==> src/rtl/pwm_cmd_ctrl.sv <==
// ASCII command sequencer: pops bytes from the uart_rx FIFO, parses
// "<op><ch><hhhh>\n" lines and commits period/duty/enable to one PWM channel.
module pwm_cmd_ctrl #(
   parameter int unsigned NumChannels = 4,
   parameter int unsigned ValueWidth  = 16
) (
   input  logic                              clk_50mhz,
   input  logic                              rst_n,
   input  logic                              fifo_empty,
   input  logic [7:0]                        fifo_data,
   output logic                              fifo_read,
   output logic [NumChannels*ValueWidth-1:0] period,
   output logic [NumChannels*ValueWidth-1:0] duty,
   output logic [NumChannels-1:0]            ch_enable,
   output logic                              cmd_done,
   output logic                              cmd_err
);

   localparam int unsigned RegWidth = NumChannels * ValueWidth;
   localparam logic [7:0]  ChrLf    = 8'h0A;
   localparam logic [7:0]  ChrCr    = 8'h0D;
   localparam logic [7:0]  ChrP     = 8'h50;
   localparam logic [7:0]  ChrD     = 8'h44;
   localparam logic [7:0]  ChrE     = 8'h45;
   localparam logic [7:0]  ChrZero  = 8'h30;

   typedef enum logic [1:0] {S_IDLE, S_FETCH, S_WAIT, S_PARSE} state_t;
   typedef enum logic [2:0] {
      PH_OP, PH_CH, PH_H3, PH_H2, PH_H1, PH_H0, PH_TERM, PH_DISCARD
   } phase_t;
   typedef enum logic [1:0] {OPC_P, OPC_D, OPC_E} opc_t;

   state_t                 state_q, state_d;
   phase_t                 phase_q, phase_d;
   opc_t                   opc_q, opc_d;
   logic [3:0]             ch_q, ch_d;
   logic [ValueWidth-1:0]  stage_q, stage_d;
   logic [7:0]             byte_q, byte_d;
   logic [RegWidth-1:0]    period_d, duty_d;
   logic [NumChannels-1:0] enable_d;
   logic                   fifo_read_d, done_d, err_d;
   logic                   parse_err;
   logic [4:0]             hex;
   logic [7:0]             ch_off;

   // {valid, nibble} for an ASCII hex digit, case-insensitive
   function automatic logic [4:0] hex_decode(input logic [7:0] b);
      logic [4:0] r;
      r = '0;
      if (b >= 8'h30 && b <= 8'h39) begin
         r = {1'b1, b[3:0]};
      end else if ((b >= 8'h41 && b <= 8'h46) || (b >= 8'h61 && b <= 8'h66)) begin
         r = {1'b1, 4'(b[3:0] + 4'd9)};
      end
      return r;
   endfunction

   // Fetch FSM, parser and commit logic
   always_comb begin
      state_d     = state_q;
      phase_d     = phase_q;
      opc_d       = opc_q;
      ch_d        = ch_q;
      stage_d     = stage_q;
      byte_d      = byte_q;
      period_d    = period;
      duty_d      = duty;
      enable_d    = ch_enable;
      done_d      = 1'b0;
      err_d       = 1'b0;
      parse_err   = 1'b0;
      hex         = hex_decode(byte_q);
      ch_off      = byte_q - ChrZero;

      unique case (state_q)
         S_IDLE:  if (!fifo_empty) state_d = S_FETCH;
         S_FETCH: state_d = S_WAIT;
         S_WAIT: begin
            byte_d  = fifo_data;
            state_d = S_PARSE;
         end
         S_PARSE: begin
            state_d = S_IDLE;
            if (byte_q != ChrCr) begin
               unique case (phase_q)
                  PH_OP: begin
                     if (byte_q == ChrP) begin
                        opc_d = OPC_P; phase_d = PH_CH;
                     end else if (byte_q == ChrD) begin
                        opc_d = OPC_D; phase_d = PH_CH;
                     end else if (byte_q == ChrE) begin
                        opc_d = OPC_E; phase_d = PH_CH;
                     end else if (byte_q != ChrLf) begin
                        parse_err = 1'b1;
                     end
                  end
                  PH_CH: begin
                     if (ch_off < 8'(NumChannels)) begin
                        ch_d    = 4'(ch_off);
                        phase_d = PH_H3;
                     end else begin
                        parse_err = 1'b1;
                     end
                  end
                  PH_H3, PH_H2, PH_H1, PH_H0: begin
                     if (hex[4]) begin
                        stage_d = {stage_q[ValueWidth-5:0], hex[3:0]};
                        phase_d = phase_t'(phase_q + 3'd1);
                     end else begin
                        parse_err = 1'b1;
                     end
                  end
                  PH_TERM: begin
                     if (byte_q == ChrLf) begin
                        done_d  = 1'b1;
                        phase_d = PH_OP;
                        for (int unsigned c = 0; c < NumChannels; c++) begin
                           if (ch_q == 4'(c)) begin
                              if (opc_q == OPC_P) begin
                                 period_d[c*ValueWidth +: ValueWidth] = stage_q;
                              end else if (opc_q == OPC_D) begin
                                 duty_d[c*ValueWidth +: ValueWidth] = stage_q;
                              end else begin
                                 enable_d[c] = stage_q[0];
                              end
                           end
                        end
                     end else begin
                        parse_err = 1'b1;
                     end
                  end
                  PH_DISCARD: if (byte_q == ChrLf) phase_d = PH_OP;
               endcase
               // A rejected LF already ends the line, so no discard is needed
               if (parse_err) begin
                  err_d   = 1'b1;
                  stage_d = '0;
                  phase_d = (byte_q == ChrLf) ? PH_OP : PH_DISCARD;
               end
            end
         end
      endcase

      fifo_read_d = (state_d == S_FETCH);
   end

   always_ff @(posedge clk_50mhz or negedge rst_n) begin
      if (!rst_n) begin
         state_q   <= S_IDLE;
         phase_q   <= PH_OP;
         opc_q     <= OPC_P;
         ch_q      <= '0;
         stage_q   <= '0;
         byte_q    <= '0;
         period    <= {RegWidth{1'b1}};
         duty      <= '0;
         ch_enable <= '0;
         fifo_read <= 1'b0;
         cmd_done  <= 1'b0;
         cmd_err   <= 1'b0;
      end else begin
         state_q   <= state_d;
         phase_q   <= phase_d;
         opc_q     <= opc_d;
         ch_q      <= ch_d;
         stage_q   <= stage_d;
         byte_q    <= byte_d;
         period    <= period_d;
         duty      <= duty_d;
         ch_enable <= enable_d;
         fifo_read <= fifo_read_d;
         cmd_done  <= done_d;
         cmd_err   <= err_d;
      end
   end

endmodule

==> config.mk <==
export PLATFORM = sky130hd
export DESIGN_NAME = pwm_cmd_ctrl
export DESIGN_NICKNAME = d
export VERILOG_FILES = /design/src/rtl/pwm_cmd_ctrl.sv
export SDC_FILE = /design/constraint.sdc
export NUM_CORES = 1
export LEC_CHECK = 0
export BUFFER_PORTS_ARGS = -buffer_cell sky130_fd_sc_hd__buf_4
export CAP_MARGIN = 10
export CORE_MARGIN = 1
export CORE_UTILIZATION = 59
export DETAILED_ROUTE_END_ITERATION = 12
export PLACE_DENSITY_LB_ADDON = 0.1
export SYNTH_ARGS = -nofsm -noshare
export SYNTH_HDL_FRONTEND = slang
export SYNTH_SLANG_ARGS = --single-unit
==> constraint.sdc <==
create_clock -name clk_50mhz -period 4.36 [get_ports clk_50mhz]
set_input_delay 0.654 -clock clk_50mhz [delete_from_list [all_inputs] [get_ports clk_50mhz]]
set_output_delay 0.654 -clock clk_50mhz [all_outputs]
set_load 0.1 [all_outputs]
==> run summary, run 1 <==
The fraction of layout instances using a drive strength above 1 is approximately 63%. The first-pass iteration count of the detailed router is 8. The mean instance size in the synthesized netlist came out at 14.85 µm². The count of standard-cell rows is 39. The via density per instance came out at between 5 and 6.

Among all flip-flop cells after synthesis, the most frequent one is sky130_fd_sc_hd__dfrtp_1. The number of nets in the layout came out at roughly 640. The number of buffers created by CTS is 17. The first global-routing pass estimated 24.99 mm of wire. In this run the power density over the cells is 449.1 nW/µm². The total length of routed wires came out at 15.63 mm.

The tightest slew margin relative to the limit is roughly 36%. The post-synthesis instance area is around 7100 µm². The run finished, with violations left. The synthesized-area fraction occupied by xor and xnor cells came out at 0.4914%. The total negative slack came out at 0 ps. Setup repair after global routing left no endpoint under its margin.

The worst setup path is captured at a flip-flop. The share of the Yosys chip area taken by registers is 60.79%. By area the synthesized netlist is led by sky130_fd_sc_hd__dfrtp_1 37%, sky130_fd_sc_hd__dfstp_2 24%, sky130_fd_sc_hd__mux2_2 22%. For the worst setup path, the data required time is between 4000 and 5000 ps. The initial antenna violation count is 0. During placement, the flow inserted port buffers numbering between 100 and 150. The detailed-route DRC error count is 13. The most critical setup path has its startpoint at byte_q[1]. After Yosys synthesis, full adders, half adders and majority gates account for 2.457% of the synthesized area. After detailed routing, the average wire length per cell comes to 20.17 µm. The post-cts gate resize count is 0. The HPWL reported at the end of detailed placement came out at 10.56 mm. The leakage power figure is 4.415 nW. The number of register bits inferred by synthesis came out at 170.

The root cell of the clock tree is sky130_fd_sc_hd__clkbuf_16. The number of global-route vias before repair came out at 4595. Max-cap violations in this run came to 0. The total of fill cells in the finished design is 760. The number of antenna repair diodes is 0.

The number of endpoints failing setup at the final stage came out at 0. The horizontal die dimension came out at roughly 110 µm. After synthesis, the largest family of logic cells by area is multiplexers. Counting distinct cell types in the post-synthesis netlist gives 54.

The startpoint identified for the worst register-to-register timing path is byte_q[1]. The count of yosys warnings during synthesis is 0. For the worst flop-to-flop path, the logic depth is 8. The number of DRC markers after the initial detailed-route iteration came out at around 250. The number of standard cells in the final layout excluding fillers came out at about 780. From bottom edge to top edge, the die measures 111.9 µm.

The standard cell core area came out at 11610 µm². The critical path start-end classification is reg2reg. The critical path arrival came out at 3350 ps. The final reports fail on design-rule violations.

The setup skew after layout came out at 13.83 ps. Cells fill 76.44% of the core in the end. TritonCTS built the clock tree. Of all flip-flops after synthesis, the portion carrying an async set or reset was 100.0%. The maximum operating frequency is 0.3346 GHz.

Entering global routing, the biggest net connects approximately 110 pins. The count of final max-slew check failures came to 0. The final hold slack is 332.7 ps.

The die covers 12530 µm². The worst min-delay path category is in2async. The area growth from synthesis to layout is 24.52%. The largest voltage drop on the vdd net is approximately 0.00048 V. The top cell type by area accounts for 37.21% of the synthesized area. Yosys mapped a number of flops with a built-in enable equal to 0.

The clock drives 170 sinks. The routability-driven placement congestion ratio came out at about 0.83. Once the clock tree was built, the setup fixing pass inserted 0 buffers. Summing the areas of all compound-gate instances in the mapped netlist gives 4.651% of the synthesized area. The post-route minimum period is 2989 ps. The post-placement cell count is 743.

The vias after detailed routing came out at 4445. The number of top-level pins is 146. After Yosys synthesis, and, or, nand and nor cells account for 6.318% of the synthesized area. The maximum fanout along the worst path is 12. The maximum buffer depth of the clock tree is 2. The post-CTS clock slew at the launch and capture registers of the worst setup and hold paths is 60 ps. In this run the number of H-tree levels came out at 4. The post-detailed-route count of antenna-violating nets is 0. The initial core utilization is about 61%. At the pin with the least slew margin, the transition time is 962.7 ps.

The share of the cycle needed by the critical path after routing came out at 68.55%. The overall overflow remaining after global route is 0. The cell type with the highest aggregate area in the netlist is sky130_fd_sc_hd__dfrtp_1.

The final hold violation count is 0. The clock latency on the worst-skew pair is 430 ps. The synthesized instance count came out at 480. The nature of the critical path startpoint is a flip-flop.

The global routing usage summed across all routing layers came out at 26.70%. The net count of the mapped netlist came out at 505. The number of hold buffers added after CTS was 0. The multiplexer area fraction after synthesis came out at 22.87%.
-- metal layers --
metal | track usage, % | share of wire (%) | vias up | wire length [µm]
met5 | 0 | 0 | - | 0
met4 | 9.009 | 1.4 | 0 | 212
met3 | 9.200 | 7.2 | 18 | 1125
met2 | 43.56 | 51 | 156 | 7945
met1 | 33.38 | 41 | 2287 | 6349
li1 | - | - | 1984 | -
-- synthesized netlist by cell type, types with 3 or more instances --
| cell | instances |
|---|---|
| sky130_fd_sc_hd__mux2_2 | 141 |
| sky130_fd_sc_hd__dfrtp_1 | 106 |
| sky130_fd_sc_hd__dfstp_2 | 64 |
| sky130_fd_sc_hd__nor2_1 | 17 |
| sky130_fd_sc_hd__ha_1 | 14 |
| sky130_fd_sc_hd__a22o_1 | 12 |
| sky130_fd_sc_hd__inv_1 | 12 |
| sky130_fd_sc_hd__buf_1 | 11 |
| sky130_fd_sc_hd__buf_2 | 9 |
| sky130_fd_sc_hd__nand2_1 | 8 |
| sky130_fd_sc_hd__nor2b_1 | 7 |
| sky130_fd_sc_hd__o21ai_0 | 7 |
| sky130_fd_sc_hd__nand3_1 | 5 |
| sky130_fd_sc_hd__buf_4 | 4 |
| sky130_fd_sc_hd__a221oi_1 | 3 |
| sky130_fd_sc_hd__clkbuf_1 | 3 |
| sky130_fd_sc_hd__nand2b_1 | 3 |
| sky130_fd_sc_hd__nor2_4 | 3 |
| sky130_fd_sc_hd__xnor2_1 | 3 |
-- final timing paths --
kind                               endpoint  slack, ps
worst max-delay path            stage_q[11]       1370
worst min-delay path               duty[61]        330
worst max register to register  stage_q[11]       1370
worst min register to register     duty[29]        510
max in group asynchronous        period[26]       2950
min in group clk_50mhz           state_q[0]        430
-- final cells by class --
| cell class | count | area, µm² | area share [%] |
|---|---|---|---|
| sequential | 170 | 4334 | 48.82 |
| multi-input combinational | 271 | 2625 | 29.57 |
| timing repair buffer | 147 | 1107 | 12.47 |
| clock buffer | 19 | 442.9 | 4.989 |
| tap | 143 | 178.9 | 2.016 |
| clock inverter | 13 | 143.9 | 1.621 |
| inverter | 12 | 45.04 | 0.5074 |
-- registers in the layout (all words and copies together), names as in the netlist --
register   flops
fifo_read      1
duty          64
period        64
byte_q         8
opc_q          2
phase_q        3
cmd_err        1
ch_enable      4
state_q        2
ch_q           4
cmd_done       1
stage_q       16
-- power breakdown --
part / switching [mW] / total [mW] / internal, mW / leakage (nW)
clock: 0.611 / 1.47 / 0.862 / 0.281
combinational: 0.399 / 0.668 / 0.269 / 2.02
sequential: 0.178 / 1.85 / 1.67 / 2.11
total: 1.19 / 3.99 / 2.80 / 4.41
-- metrics by stage --
stage / total power, mW / setup WS, ps / area (µm²)
after global routing: 4.175 / 1116 / 8877
after detailed placement: 2.535 / 1436 / 8290
after floorplan: 2.334 / 2040 / 7129
after CTS: 4.014 / 1398 / 8877
after global placement: 2.501 / 1546 / 8290
final: 3.987 / 1371 / 8877
-- cell families after synthesis --
| group | after synthesis |
|---|---|
| flops | 170 |
| xor+xnor | 4 |
| buf+inv | 39 |
| compound gates | 43 |
| mux | 145 |
| simple gates | 65 |
| fa+ha+maj | 14 |
-- critical path, stage by stage, from the launching register on --
cell                        delay [ps]
sky130_fd_sc_hd__dfrtp_1           450
sky130_fd_sc_hd__inv_1             150
sky130_fd_sc_hd__ha_1              220
sky130_fd_sc_hd__and4bb_2          270
sky130_fd_sc_hd__o2111ai_1         190
sky130_fd_sc_hd__a221oi_1          400
sky130_fd_sc_hd__o21ai_1           240
sky130_fd_sc_hd__nor2_1            760
sky130_fd_sc_hd__a22o_1            250
-- layout by cell type, fill, tap and decap left out, drive strengths merged, types with 3 or more instances in the layout --
cell type,count
buf,147
nand3,6
nand2b,3
nor2b,7
clkinvlp,3
nor2,20
nor3,3
nand3b,3
ha,14
a221oi,3
inv,14
nand2,10
a21boi,3
clkinv,6
clkbuf,19
dfrtp,106
dfstp,64
nor3b,4
mux2,143
a22o,12
xnor2,3
o21ai,8
Note: power is estimated with default switching activity, not from simulation.
==> run 2, diff against run 1 <==
--- a/config.mk
+++ b/config.mk
@@ -8,7 +8,7 @@
 export BUFFER_PORTS_ARGS = -buffer_cell sky130_fd_sc_hd__buf_4
 export CAP_MARGIN = 10
 export CORE_MARGIN = 1
-export CORE_UTILIZATION = 59
+export CORE_UTILIZATION = 49
 export DETAILED_ROUTE_END_ITERATION = 12
 export PLACE_DENSITY_LB_ADDON = 0.1
 export SYNTH_ARGS = -nofsm -noshare
==> constraint.sdc (replaced) <==
create_clock -name clk_50mhz -period 2.4 [get_ports clk_50mhz]
set_input_delay 0.36 -clock clk_50mhz [delete_from_list [all_inputs] [get_ports clk_50mhz]]
set_output_delay 0.36 -clock clk_50mhz [all_outputs]
set_load 0.1 [all_outputs]
==> run 2 against run 1 <==
Net effect: the run now ends clean; clock skew increased by 1.7 ps; clock-buffer cell count decreased by 2; routed wire length increased by 2.0%; sequential share of layout area decreased by 2.4 points; worst hold slack got worse by 200 ps; largest cell class unchanged.
==> run summary, run 2 (synthesis gave the netlist of run 1 again) <==
The vias after detailed routing was 4547 (was 4445). The number of buffers created by CTS came out at 17 (unchanged). The number of DRC markers after the initial detailed-route iteration came to 208 (was 253). The placed instance area came out at 8615 µm² (was 8290 µm²).

The critical path arrival is 2630 ps (was 3350 ps). The initial antenna violation count is 0 (unchanged). The worst-case setup margin in the final layout came out at 84.27 ps (was 1371 ps). The detail-routed net length per standard cell is 18.97 µm (was 20.17 µm). Run status: complete, no violations (was complete, but fails checks). The total length of routed wires came out at 15.95 mm (was 15.63 mm).

The sink count of the clock tree came out at 170 (unchanged). The setup skew after layout is 15.56 ps (was 13.83 ps). The count of standard-cell rows was 43 (was 39).

The family of cells with the greatest summed delay on the critical path is compound AO/OA/AOI/OAI gates (unchanged). The setup slack after placement is -111.6 ps (was 1436 ps). The slew at the pin closest to its max-slew limit is 574.1 ps (was 962.7 ps). The met3 usage in global routing came out at 7.249% (was 9.200%). The maximum fanout along the worst path is 12 (unchanged). The ratio of total power to cell area came out at 833.0 nW/µm² (was 449.1 nW/µm²).

The sum of buffers and inverters on the critical path came to 2 (was 1). Crit-path cells: inv_1, ha_1, nor2b_1, a21boi_1, nor2_1, o21ai_0, nand2_2, buf_12, a22o_1 (was inv_1, ha_1, and4bb_2, o2111ai_1, a221oi_1, o21ai_1, nor2_1, a22o_1). The die area came out at 15040 µm² (was 12530 µm²). The category of the worst setup path capture point is a flip-flop (unchanged). The nature of the critical path startpoint is a flip-flop (unchanged).

The global-route wire length before repair is 25.05 mm (was 24.99 mm). The overall power after layout came out at 7.775 mW (was 3.987 mW). The largest voltage drop on the vdd net is 0.0005711 V (was 0.0004773 V). Counting instances, the worst hold path has a depth of 2. The post-route minimum period came out at 2316 ps (was 2989 ps). The number of top-level pins is 146 (unchanged). The global routing usage summed across all routing layers is 22.51% (was 26.70%). The maximum buffer depth of the clock tree came to 2 (unchanged). The critical path start-end classification is reg2reg (unchanged).

Registers with the most flip-flops: duty x64, period x64, stage_q x16 (unchanged). The reported max-cap violation count is 0 (unchanged). The root cell of the clock tree is sky130_fd_sc_hd__clkbuf_16 (unchanged). The number of nets in the layout is 673 (was 644). The overall overflow remaining after global route is 0 (unchanged). The detailed-route DRC error count is 0 (was 13). The leakage power figure came to 4.626 nW (was 4.415 nW). The final core area utilization came out at 66.46% (was 76.44%). The post-detailed-route count of antenna-violating nets is 0 (unchanged). The post-CTS clock slew at the launch and capture registers of the worst setup and hold paths is 60 ps (about the same).

The tightest slew margin relative to the limit is 61.73% (was 35.82%). The most frequent standard cell in the layout excluding fill and tap cells is sky130_fd_sc_hd__buf_4 (unchanged). The routability-driven placement congestion ratio is 0.8980 (was 0.8327). The critical-path cell with the highest stage delay is sky130_fd_sc_hd__dfrtp_1 (was sky130_fd_sc_hd__nor2_1). The maximum operating frequency came out at 0.4318 GHz (was 0.3346 GHz).

The met1 routing resource usage after global routing came out at 30.48% (was 33.38%). The maximum single-stage delay on the critical path came to 400 ps (was 760 ps). The summed area of non-filler cells in the final layout is 9333 µm² (was 8877 µm²). The horizontal die dimension was 122.6 µm (was 111.9 µm). The CTS tree is yes (unchanged).

The number of endpoints failing setup at the final stage came to 0 (unchanged). The growth of design area from synthesis to finish is 30.91% (was 24.52%). The number of antenna repair diodes came out at 0 (unchanged). The worst min-delay path category is in2reg (was in2async).

The largest net degree at the start of global routing came to 62 (was 112). The count of final max-slew check failures came to 0 (unchanged). The most crowded layer after global routing is met2 (unchanged).

The die span in y is 122.6 µm (was 111.9 µm). The logic depth of the worst register-to-register path came to 9 (was 8). The HPWL reported at the end of detailed placement came out at 11.06 mm (was 10.56 mm). The first-pass iteration count of the detailed router was 4 (was 8).

The fraction of layout instances using a drive strength above 1 came to 65.96% (was 63.29%). The met2 capacity usage during global routing is 33.92% (was 43.56%). The final hold violation count is 0 (unchanged).

The total number of cells along the worst setup path is 9 (was 8). The share of the cycle needed by the critical path after routing came to 96.49% (was 68.55%). The required time at the worst-slack endpoint is 2720 ps (was 4720 ps). The initial core utilization was 50.77% (was 61.39%).

The via density per instance came out at 5.407 (was 5.735). The standard cell core area came out at 14040 µm² (was 11610 µm²). The number of buffers inserted by port buffering came out at 145 (unchanged). Commonest cells after routing, fill and taps aside: 167 x sky130_fd_sc_hd__buf_4, 141 x sky130_fd_sc_hd__mux2_2, 106 x sky130_fd_sc_hd__dfrtp_1 (was 146 x sky130_fd_sc_hd__buf_4, 141 x sky130_fd_sc_hd__mux2_2, 106 x sky130_fd_sc_hd__dfrtp_1). The number of global-route vias before repair came out at 4558 (was 4595).

The clock latency on the worst-skew pair came out at 430 ps (about the same). The depth of the CTS H-tree is 4 (unchanged).
run 2: cell count changes in the layout (fill, tap and decap cells not counted), moves of 2 or more:
cell | before | now
sky130_fd_sc_hd__a221oi_1 | 3 | 1
sky130_fd_sc_hd__a221oi_2 | 0 | 2
sky130_fd_sc_hd__buf_12 | 0 | 6
sky130_fd_sc_hd__buf_4 | 146 | 167
sky130_fd_sc_hd__bufinv_16 | 2 | 4
sky130_fd_sc_hd__inv_6 | 1 | 3
run 2: worst paths after layout:
path / endpoint / startpoint / slack (ps)
worst max-delay path: stage_q[15] / phase_q[1] / 80
worst min-delay path: state_q[0] / fifo_empty / 130
worst max register to register: stage_q[15] / phase_q[1] / 80
worst min register to register: duty[15] / duty[15] / 510
max in group asynchronous: period[17] / rst_n / 1130
min in group asynchronous: duty[63] / rst_n / 470
run 2: timing repair:
action / in CTS / in global routing
resized for setup: 3 / 11
buffers inserted: 0 / 1
hold endpoints to repair: 35 / 0
setup endpoints to repair: 13 / 77
hold buffers: 1 / 0
gates cloned: 0 / 0
run 2: metrics by stage:
stage	instances	hold slack (ps)	TNS (ps)
2_1_floorplan	480	64.41	0
3_3_place_gp	807	369.4	0
3_5_place_dp	807	374.3	-1270
4_1_cts	840	116.9	0
5_1_grt	841	137.2	-695.9
6_report	841	134.3	0
run 2: cell type report:
| class | instances | area [µm²] |
|---|---|---|
| timing repair buffer | 176 | 1406 |
| fill | 1020 | 4710 |
| multi-input combinational | 271 | 2685 |
| sequential | 170 | 4334 |
| tap | 180 | 225.2 |
| clock buffer | 17 | 425.4 |
| clock inverter | 15 | 211.5 |
| inverter | 12 | 45.04 |
run 2: power by group:
group / switching (mW) / internal, mW / leakage [nW]
Combinational: 0.885 / 0.665 / 2.21
Clock: 1.16 / 1.76 / 0.308
Sequential: 0.268 / 3.03 / 2.11
Total: 2.31 / 5.46 / 4.63
run 2: per-layer routing:
layer	share of wire (%)	wire length [µm]	vias up
met5	0	0	-
met4	1.4	216	0
met3	7.3	1169	16
met2	47	7429	143
met1	45	7138	2332
li1	-	-	2056
==> run 3, diff against run 2 <==
--- a/config.mk
+++ b/config.mk
@@ -8,7 +8,7 @@
 export BUFFER_PORTS_ARGS = -buffer_cell sky130_fd_sc_hd__buf_4
 export CAP_MARGIN = 10
 export CORE_MARGIN = 1
-export CORE_UTILIZATION = 49
+export CORE_UTILIZATION = 59
 export DETAILED_ROUTE_END_ITERATION = 12
 export PLACE_DENSITY_LB_ADDON = 0.1
 export SYNTH_ARGS = -nofsm -noshare
==> constraint.sdc (replaced) <==
create_clock -name clk_50mhz -period 2.68 [get_ports clk_50mhz]
set_input_delay 0.402 -clock clk_50mhz [delete_from_list [all_inputs] [get_ports clk_50mhz]]
set_output_delay 0.402 -clock clk_50mhz [all_outputs]
set_load 0.1 [all_outputs]
==> run 3 against run 2 <==
Net effect: largest power group unchanged; critical endpoint is now period[2]; flip-flop and latch count unchanged; largest cell class unchanged; sequential power shrank 9.7%; register-to-register slack improved by 40 ps; the run now ends with design-rule violations left; combinational power decreased by 23%; power decreased by 14%; maximum frequency fell by 9.3%; routed wire length is essentially flat; sequential share of layout area up 1.2 points; die area decreased by 17%; worst hold slack improved by 45 ps.
==> run summary, run 3 (synthesis gave the netlist of run 1 again) <==
The number of nets in the layout came out at 663 (was 673). The setup slack after placement is 98.66 ps (was -111.6 ps). Setup repair after global routing left no endpoint under its margin. The depth of the CTS H-tree came to 4 (unchanged). The number of antenna repair diodes is 0 (unchanged).

The detail-routed net length per standard cell is 20.08 µm (was 18.97 µm). The setup skew after layout came out at 10.23 ps (was 15.56 ps). The number of stages on the worst hold path came out at 2 (unchanged). The first-pass iteration count of the detailed router came out at 9 (was 4).

The maximum buffer depth of the clock tree is 2 (unchanged). Crit-path cells: ha_1, and4bb_2, and2_1, nor3_2, nor3b_2, nand2_2, mux2_2 (was inv_1, ha_1, nor2b_1, a21boi_1, nor2_1, o21ai_0, nand2_2, buf_12, a22o_1). The horizontal die dimension is 111.9 µm (was 122.6 µm). The total length of routed wires came out at 15.94 mm (was 15.95 mm). The slew at the pin closest to its max-slew limit is 596.5 ps (was 574.1 ps). The maximum operating frequency was 0.3916 GHz (was 0.4318 GHz). The detailed-route DRC error count is 13 (was 0). The maximum single-stage delay on the critical path came out at 450 ps (was 400 ps).

The count of standard-cell rows is 39 (was 43). The post-CTS clock slew at the launch and capture registers of the worst setup and hold paths is 60 ps (about the same). The critical path start-end classification is reg2reg (unchanged).

The logic depth of the worst register-to-register path is 7 (was 9). The sink count of the clock tree was 170 (unchanged). The total negative slack is 0 ps (unchanged). The worst setup slack for register-to-register paths is 130 ps (was 80 ps). The root cell of the clock tree was sky130_fd_sc_hd__clkbuf_16 (unchanged). The number of buffers inserted by port buffering is 145 (unchanged). The family of cells with the greatest summed delay on the critical path is simple AND/OR/NAND/NOR gates (was compound AO/OA/AOI/OAI gates). The critical-path cell with the highest stage delay is sky130_fd_sc_hd__dfrtp_1 (unchanged).

The number of buffers created by CTS was 17 (unchanged). The initial antenna violation count is 0 (unchanged). The worst-case setup margin in the final layout is 126.6 ps (was 84.27 ps). The source of the worst hold timing path is fifo_empty (unchanged). The HPWL reported at the end of detailed placement came to 10.96 mm (was 11.06 mm).

The maximum fanout along the worst path is 16 (was 12). The overall power after layout is 6.681 mW (was 7.775 mW). The reported max-cap violation count is 0 (unchanged).

The nature of the critical path startpoint is a flip-flop (unchanged). The number of setup buffers added after CTS came out at 0 (unchanged). The largest voltage drop on the vdd net came out at 0.0007597 V (was 0.0005711 V). Commonest cells after routing, fill and taps aside: 160 x sky130_fd_sc_hd__buf_4, 141 x sky130_fd_sc_hd__mux2_2, 106 x sky130_fd_sc_hd__dfrtp_1 (was 167 x sky130_fd_sc_hd__buf_4, 141 x sky130_fd_sc_hd__mux2_2, 106 x sky130_fd_sc_hd__dfrtp_1). The placed instance area came out at 8476 µm² (was 8615 µm²).

The final hold violation count is 0 (unchanged). The worst min-delay path endpoint is state_q[0] (unchanged). The sum of buffers and inverters on the critical path came out at 0 (was 2). Run status: complete, but fails checks (was complete, no violations).

The die span in y is 111.9 µm (was 122.6 µm). The most frequent standard cell in the layout excluding fill and tap cells is sky130_fd_sc_hd__buf_4 (unchanged). The number of top-level pins came to 146 (unchanged). The clock latency on the worst-skew pair is 430 ps (about the same). The number of global-route vias before repair is 4739 (was 4558). The worst min-delay path category is in2reg (unchanged). The tightest slew margin relative to the limit came out at 60.23% (was 61.73%). The share of the cycle needed by the critical path after routing came out at 95.28% (was 96.49%). The summed area of non-filler cells in the final layout is 9101 µm² (was 9333 µm²).

The total of fill cells in the finished design is 692 (was 1020). The overall overflow remaining after global route is 0 (unchanged). The via density per instance came out at 5.715 (was 5.407). The growth of design area from synthesis to finish was 27.66% (was 30.91%). The required time at the worst-slack endpoint is 3030 ps (was 2720 ps). The standard cell core area is 11610 µm² (was 14040 µm²). The critical path arrival is 2900 ps (was 2630 ps). The number of endpoints failing setup at the final stage came to 0 (unchanged). The beginning of the worst register-to-register path is byte_q[0] (was phase_q[1]). The count of final max-slew check failures is 0 (unchanged). The global routing usage summed across all routing layers came out at 27.05% (was 22.51%). The checks that failed: design-rule violations.

The origin of the worst setup path was byte_q[0] (was phase_q[1]). The final core area utilization is 78.37% (was 66.46%). The vias after detailed routing came to 4538 (was 4547). Registers with the most flip-flops: duty x64, period x64, stage_q x16 (unchanged). The category of the worst setup path capture point is a flip-flop (unchanged).

The post-detailed-route count of antenna-violating nets came out at 0 (unchanged). The CTS tree was yes (unchanged). The leakage power figure came to 4.527 nW (was 4.626 nW). The die area is 12530 µm² (was 15040 µm²). The fraction of layout instances using a drive strength above 1 is 64.21% (was 65.96%). The end of the worst register-to-register path is period[2] (was stage_q[15]). The routability-driven placement congestion ratio is 0.8948 (was 0.8980). The post-route minimum period came out at 2553 ps (was 2316 ps). The initial core utilization was 61.39% (was 50.77%). The global-route wire length before repair is 25.50 mm (was 25.05 mm).

The number of DRC markers after the initial detailed-route iteration was 305 (was 208). The ratio of total power to cell area was 734.1 nW/µm² (was 833.0 nW/µm²). The largest net degree at the start of global routing came to 66 (was 62).
==> run 3: final cells by class <==
type	count	area, µm²	area share (%)
Clock buffer	22	464.2	5.100
Clock inverter	10	142.6	1.567
Inverter	12	45.04	0.4949
Multi-Input combinational cell	271	2634	28.94
Sequential cell	170	4334	47.62
Tap cell	143	178.9	1.966
Timing Repair Buffer	166	1303	14.31
==> run 3: worst max-delay path by stage <==
stage	end	slack (ps)	cells past startpoint
4_1_cts	stage_q[15]	9	8
3_3_place_gp	stage_q[14]	220	8
6_report	period[2]	130	7
3_5_place_dp	stage_q[7]	100	8
2_1_floorplan	duty[10]	360	9
5_1_grt	phase_q[0]	8	9
==> run 3: report_power, final <==
group	switching (mW)	leakage (nW)	total (mW)	internal [mW]
sequential	0.265	2.11	2.98	2.72
clock	0.979	0.288	2.50	1.52
combinational	0.706	2.13	1.20	0.497
total	1.95	4.53	6.68	4.73
==> run 3: metal layers <==
metal / track usage [%] / part of all wire [%] / vias up
met1: 33.97 / 42 / 2348
met5: 0 / 0 / -
met2: 45.05 / 50 / 142
met4: 8.649 / 0.99 / 0
met3: 8.220 / 7.1 / 13
li1: - / - / 2035
==> run 3: per-stage QoR <==
| step | std cells | hold WS (ps) |
|---|---|---|
| after global placement | 761 | 418.3 |
| after detailed placement | 761 | 425.9 |
| after global routing | 794 | 191.2 |
| after floorplan | 480 | 106.4 |
| final | 794 | 179.1 |
| after CTS | 794 | 168.1 |
==> run 3: timing repair <==
action | in CTS | in global routing
resized for setup | 0 | 2
hold endpoints to repair | 35 | 0
endpoints found under the setup margin | 0 | 13
hold buffers | 1 | 0
